--- src/rtl/mux8x1_rr_arbiter.sv ---
// Round-robin arbiter that owns the enable/select of a shared 8x1 mux, with break-before-make between owners.
// Optional hold-time limit: define MUX_ARB_TIMEOUT_EN to revoke a grant after MAX_HOLD cycles.
module mux8x1_rr_arbiter #(
    parameter int N_REQ    = 8,
    parameter int SEL_W    = 4,
    parameter int MAX_HOLD = 4
) (
    input  logic             clk,
    input  logic             rst,
    input  logic [N_REQ-1:0] req,
    input  logic             done,
    output logic [N_REQ-1:0] grant,
    output logic [SEL_W-1:0] sel,
    output logic             mux_en,
    output logic             busy,
    output logic             timeout
);
    localparam logic [0:0] IDLE  = 1'b0;
    localparam logic [0:0] GRANT = 1'b1;

    logic [0:0]  state_reg;
    logic [2:0]  ptr_reg;
    logic [2:0]  sel_reg;
    logic [15:0] req_dbl;
    logic [7:0]  req_rot;
    logic [2:0]  pick_off;
    logic [2:0]  pick_idx;
    logic        owner_drop;
    logic        force_rel;

    // Rotate so that bit 0 of req_rot is the requester currently holding top priority.
    assign req_dbl = {req, req};
    assign req_rot = req_dbl[7:0] >> ptr_reg | req_dbl[15:8] << (4'd8 - {1'b0, ptr_reg});

    always_comb begin
        pick_off = 3'd0;
        for (int i = 7; i >= 0; i--) begin
            if (req_rot[i]) pick_off = 3'(i);
        end
    end
    assign pick_idx = ptr_reg + pick_off;

    assign owner_drop = !req[sel_reg] || done;

`ifdef MUX_ARB_TIMEOUT_EN
    logic [3:0] hold_cnt_reg;
    logic       timeout_reg;

    assign force_rel = (hold_cnt_reg == 4'(MAX_HOLD - 1));
    assign timeout   = timeout_reg;

    always_ff @(posedge clk or posedge rst) begin
        if (rst) begin
            hold_cnt_reg <= 4'd0;
            timeout_reg  <= 1'b0;
        end else begin
            timeout_reg <= 1'b0;
            if (state_reg == IDLE) begin
                hold_cnt_reg <= 4'd0;
            end else if (!owner_drop) begin
                // A normal release always wins over a forced one, so timeout only fires alone.
                if (force_rel) timeout_reg <= 1'b1;
                else           hold_cnt_reg <= hold_cnt_reg + 4'd1;
            end
        end
    end
`else
    assign force_rel = 1'b0;
    assign timeout   = 1'b0;
`endif

    always_ff @(posedge clk or posedge rst) begin
        if (rst) begin
            state_reg <= IDLE;
            ptr_reg   <= 3'd0;
            sel_reg   <= 3'd0;
        end else begin
            case (state_reg)
                IDLE: begin
                    if (req != '0) begin
                        sel_reg   <= pick_idx;
                        state_reg <= GRANT;
                    end
                end
                default: begin
                    if (owner_drop || force_rel) begin
                        state_reg <= IDLE;
                        ptr_reg   <= sel_reg + 3'd1;
                    end
                end
            endcase
        end
    end

    assign busy   = (state_reg == GRANT);
    assign mux_en = busy;
    assign sel    = {{(SEL_W - 3){1'b0}}, sel_reg};

    generate
        for (genvar gi = 0; gi < N_REQ; gi++) begin : g_grant
            assign grant[gi] = busy && (sel_reg == 3'(gi));
        end
    endgenerate
endmodule

--- config.mk ---
export PLATFORM = sky130hd
export DESIGN_NAME = mux8x1_rr_arbiter
export DESIGN_NICKNAME = d
export VERILOG_FILES = /design/src/rtl/mux8x1_rr_arbiter.sv
export SDC_FILE = /design/constraint.sdc
export NUM_CORES = 1
export LEC_CHECK = 0
export CORE_MARGIN = 1
export CORE_UTILIZATION = 40
export CTS_CLUSTER_DIAMETER = 60
export DETAILED_ROUTE_END_ITERATION = 8
export PLACE_DENSITY = 0.67
export SETUP_SLACK_MARGIN = 0.5
export SYNTH_ARGS = -nofsm -noshare
export SYNTH_HDL_FRONTEND = slang
export SYNTH_SLANG_ARGS = --single-unit
--- constraint.sdc ---
create_clock -name clk -period 4.3 [get_ports clk]
set_input_delay 0.43 -clock clk [delete_from_list [all_inputs] [get_ports clk]]
set_output_delay 0.43 -clock clk [all_outputs]
set_load 0.02 [all_outputs]
# --- Word-level counts from Yosys, hierarchy flattened ---
# Cells that the tools add are included.
totals:
  output_inout_bits: 15
  register_bits: 7
  wordCells: 45
  inputBits: 11
classes:
  n_lt_le_gt_ge: 1
  add_sub_neg: 3
  n_bitwise: 2
  n_eq_ne: 7
  reduce_logical: 14
  n_shift: 2
  muxes: 13
op_table:
  columns: ["op", "n"]
  rows:
  - ["2-to-1 mux 3 bit", 8]
  - ["== test 3 bit (second input constant)", 4]
  - ["logical AND 1 bit", 8]
  - ["bitwise OR 8 bit", 1]
  - ["nonzero test 8 bit", 1]
  - ["left shift 8 x 4 -> 8 bit", 1]
  - ["right shift 8 x 3 -> 8 bit", 1]
  - ["== test 3 x 2 -> 1 bit (second input constant)", 2]
  - ["less-than comparator 3 x 4 -> 1 bit (second input constant)", 1]
  - ["2-to-1 mux 1 bit", 4]
  - ["AND reduction 2 bit", 2]
  - ["subtractor 4 x 3 -> 4 bit (first input constant)", 1]
  - ["adder 3 x 1 -> 3 bit (second input constant)", 1]
  - ["adder 3 bit", 1]
  - ["binary-select mux 1 bit (select 3 bit)", 1]
  - ["== test 3 x 1 -> 1 bit (second input constant)", 1]
  - ["zero test 3 bit", 1]
  - ["zero test 1 bit", 1]
  - ["logical OR 1 bit", 1]
  - ["inverter 1 bit", 1]

# --- Longest topological paths before layout ---
depth:
  ltp_word: 12
  ltp_mapped: 18
  depth_no_buf: 15

# --- Worst setup path before layout ---
# OpenSTA, ideal clock, no wires.
synth_timing:
  kind: "flip-flop to flip-flop"
  start: "register ptr_reg[1]"
  end: "register sel_reg[2]"
  stages_incl_launch_ff: 18
  t_arrival_ps: 3841
  period_less_slack_ps: 3971
  path_buffers: 3
  required_ps: 4169
  setup_slack_ps: 329
  path_cell_list: "dfrtp_1 -> clkbuf_1 -> clkbuf_1 -> inv_1 -> ha_1 -> clkbuf_1 -> mux4_2 -> and3_1 -> a221o_1 -> o21bai_1 -> a211oi_1 -> ha_1 -> inv_1 -> fa_1 -> xor2_1 -> nor2_1 -> a221oi_1 -> nand3_1"
synth_between:
  elab_chain_len: 12
synth_lines:
  columns: ["element", "line_no", "rtl"]
  rows:
  - ["start: declaration", "22", "logic [2:0] ptr_reg;"]
  - ["start signal: assignment", "88", "ptr_reg <= sel_reg + 3'd1;"]
  - ["subtractor 4 x 3 -> 4 bit", "33", "assign req_rot = req_dbl[7:0] >> ptr_reg | req_dbl[15:8] << (4'd8 - {1'b0, ptr_reg});"]
  - ["left shift 8 x 4 -> 8 bit", "33", null]
  - ["bitwise OR 8 bit", "33", null]
  - ["2-to-1 mux 3 bit (8 in series)", "38", "if (req_rot[i]) pick_off = 3'(i);"]
  - ["adder 3 bit *", "41", "assign pick_idx = ptr_reg + pick_off;"]
  - ["end signal: assignment", "81", "sel_reg <= pick_idx;"]
  - ["end: declaration", "23", "logic [2:0] sel_reg;"]
# Mark *: on every way between the ends. The rest lies on a longest branch, timed or not.
# A chain may end at the register's enable or synchronous reset.

# --- Final worst setup path ---
# Same ends and word-level chain as after synthesis.

==> metrics.md <==
| Metric | Value |
|---|---|
| Largest net degree at the start of global routing | `25` |
| Setup violations, final | `0` |
| Worst hold path type | `in2async` |
| Fin crit share | `0.832` |
| Status | `completed` |
| Yosys cell types | `50` |
| CTS buffer count | `3` |
| Antenna-violating nets left | `0` |
| Initial DRC count | `62` |
| Post-Synthesis Cells | `147` |
| Vias | `1231` |
| Proportion of power drawn by the clock network | `0.044` |
| Worst R2R Path Depth | `14` |
| CP peak stage delay | `0.49 ns` |
| Clock buffer depth | `2` |
| Crit path buf inv count | `2` |
| Mapped Area | `1260 um2` |
| Routed len/inst | `14.8 um` |
| Fmax | `0.279 GHz` |
| Power Dens Cells | `872 nW/um2` |
| Hold Buf Count CTS | `0` |
| # diodes | `0` |
| Sw Share | `0.504` |
| Commonest non-fill, non-tap cells in the layout | `23 x clkdlybuf4s50_1, 10 x nand2_1, 9 x mux4_2` |
| Sequential-to-total area share from yosys stat | `0.139` |
| Class of the most critical setup path | `reg2reg` |
| Design area | `1540 um2` |
| Fillers | `289` |
| CP Launch Type | `flip-flop` |
| Htree depth | `1` |
| Worst R2R Start | `ptr_reg[1]` |
| Pleak | `0.623 nW` |
| Area after DPL | `1510 um2` |
| Internal power | `0.000667 W` |
| Peak supply drop | `0.356 mV` |
| Overall die area | `3390 um2` |
| Comb power frac | `0.819` |
| Vias in the first global route | `1076` |
| Final Hold Viols | `0` |
| NetSw | `0.000678 W` |
| RSZ-0062 raised after global routing | `false` |
| Maximum capacitance violations | `0` |
| Gr usage total | `0.195` |
| Fin util | `0.509` |
| Pwr Total | `0.00134 W` |
| Setup Skew | `0.00392 ns` |
| Routed Wire Length | `3120 um` |
| Slew @ Worst Pin | `0.670 ns` |
| First-pass GRT wire length | `5050 um` |
| Share of cells above drive strength 1 | `0.114` |
| CP required | `4.43 ns` |
| Rel. slew slack | `0.553` |
| Clk sinks | `7` |
| Sum of negative setup slack | `0 ns` |
| Critical Path AT | `3.70 ns` |
| Top FF cell, synth | `dfrtp_1` |
| Nets@finish | `187` |
| Cell Chain, Critical Path | `inv_1 -> ha_1 -> mux4_2 -> and3_1 -> a221o_1 -> o21bai_1 -> a211oi_1 -> ha_1 -> inv_1 -> fa_1 -> xor2_1 -> nor2_1 -> a221oi_1 -> nand3_1` |
| Multi-input logic area | `998 um2` |
| Chip Height | `58.2 um` |
| Cell depth of the worst setup path | `14` |
| Gpl congestion | `0.908` |
| DP HPWL | `2490 um` |
| Initial antenna violation count | `0` |
| Max Fanout on Critical Path | `9` |
| Critical path endpoint category | `flip-flop` |
| Synth Register Bits | `7` |
| R2r setup slk | `0.72 ns` |
| Post-synth EDFFs | `0` |
| CP delay by family, top | `adder cells` |
| Layout area overhead | `22.0%` |
| Clk_lat worst skew | `0.25 ns` |
| CTS root buffer | `clkbuf_4` |
| Leading cell type in the layout, fill and taps excluded | `clkdlybuf4s50_1` |
| Grt total ovfl | `0` |
| Pre-antenna DRT Iters | `4` |
| DRC Markers | `0` |
| Initial core utilization | `0.417` |
| Reg2reg end | `sel_reg[2]` |
| Number of port buffers | `23` |
| Synth warn | `0` |
| CP max stage cell | `ha_1` |
| Critical Path Sink | `sel_reg[2]` |
| Die Width | `58.2 um` |
| Synth Area per Inst | `8.60 um2` |
| Reg power frac | `0.137` |
| Std-Cell Rows | `20` |
| Top Ports | `26` |
| Core ar. | `3030 um2` |
| Max-slew violation count | `0` |
| Vias/cell | `5.86` |
| Fin crit period | `3.58 ns` |
| CP startpoint | `ptr_reg[1]` |
| Clk slew on worst S/H paths | `0.05 ns` |
| Async SR Flop Fraction | `1.00` |
| Storage cell area | `175 um2` |
| TritonCTS clock tree | `built` |
==> worst reg2reg max path, delay by kind of cell (launching register included) <==
kind | cells | cell delay [ns]
AOI/OAI and AO/OA | 4 | 0.98
xor gates and xnor gates | 1 | 0.23
adders and majority gates | 3 | 1.05
buffers and inverters | 2 | 0.13
DFF | 1 | 0.34
muxes | 1 | 0.34
and+or+nand+nor | 3 | 0.37
==> power by group through the flow <==
stage | Clock [W] | Combinational, W | Sequential [W]
2_1_floorplan | 0 | 0.000841 | 0.000166
3_3_place_gp | 0 | 0.00107 | 0.000182
3_5_place_dp | 0 | 0.00108 | 0.000185
4_1_cts | 0.0000604 | 0.00109 | 0.000184
5_1_grt | 0.0000659 | 0.00121 | 0.000193
6_report | 0.0000598 | 0.00110 | 0.000184
==> layer usage <==
metal / global-route usage / wire (um)
met3: 0.0469 / 190
met2: 0.319 / 1520
met4: 0.0102 / 0
met5: 0 / 0
met1: 0.276 / 1400
==> repair_timing <==
action,4_1_cts,5_1_grt
gates resized for setup,0,0
endpoints found under the setup margin,0,1
setup buffers,0,1
==> synth_stat cells, types with 4 or more instances <==
library cell / instances / area, um2
a21oi_1: 4 / 20.0
and2_1: 7 / 43.8
and3_1: 4 / 25.0
clkbuf_1: 6 / 22.5
dfrtp_1: 7 / 175
ha_1: 8 / 100
inv_1: 8 / 30.0
mux2i_1: 8 / 80.1
mux4_2: 9 / 203
nand2_1: 10 / 37.5
nor2_1: 7 / 26.3
nor3_1: 6 / 30.0
o21ai_0: 5 / 25.0
==> how the worst min path moves through the flow <==
stage                     startpoint          to  slack [ns]  cells after the start
after floorplan                  rst        busy        0.23                      1
after global placement    sel_reg[1]  sel_reg[1]        0.66                      2
after detailed placement        busy        busy        0.67                      1
after CTS                        rst  ptr_reg[1]        0.43                      2
after global routing             rst  ptr_reg[1]        0.45                      2
final                            rst  ptr_reg[1]        0.41                      2
==> per-stage QoR <==
stage | std cells | setup WS [ns] | hold slack [ns]
after floorplan | 148 | 0.568 | 0.233
after global placement | 205 | 0.502 | 0.655
after detailed placement | 205 | 0.442 | 0.675
after CTS | 209 | 0.702 | 0.428
after global routing | 210 | 0.526 | 0.446
final | 210 | 0.721 | 0.411
==> kinds of logic (layout without fill, tap and decap cells) <==
| group | after synthesis | in the layout | synth area share |
|---|---|---|---|
| and+or+nand+nor | 53 | 53 | 0.228 |
| AOI/OAI and AO/OA | 33 | 33 | 0.190 |
| buffers and inverters | 21 | 39 | 0.0742 |
| muxes | 20 | 20 | 0.250 |
| adders and majority gates | 9 | 9 | 0.0951 |
| DFF | 7 | 7 | 0.139 |
| xor gates and xnor gates | 3 | 3 | 0.0208 |
| other | 1 | 2 | 0.00297 |
==> layout make-up <==
| class | count | share of cell area |
|---|---|---|
| clock buffers | 4 | 0.0170 |
| inverters | 9 | 0.0219 |
| multi-input cells | 120 | 0.648 |
| flip-flops and latches | 7 | 0.114 |
| well taps | 44 | 0.0357 |
| repair buffers | 26 | 0.164 |
No activity file was read; power rests on OpenSTA's default activity.
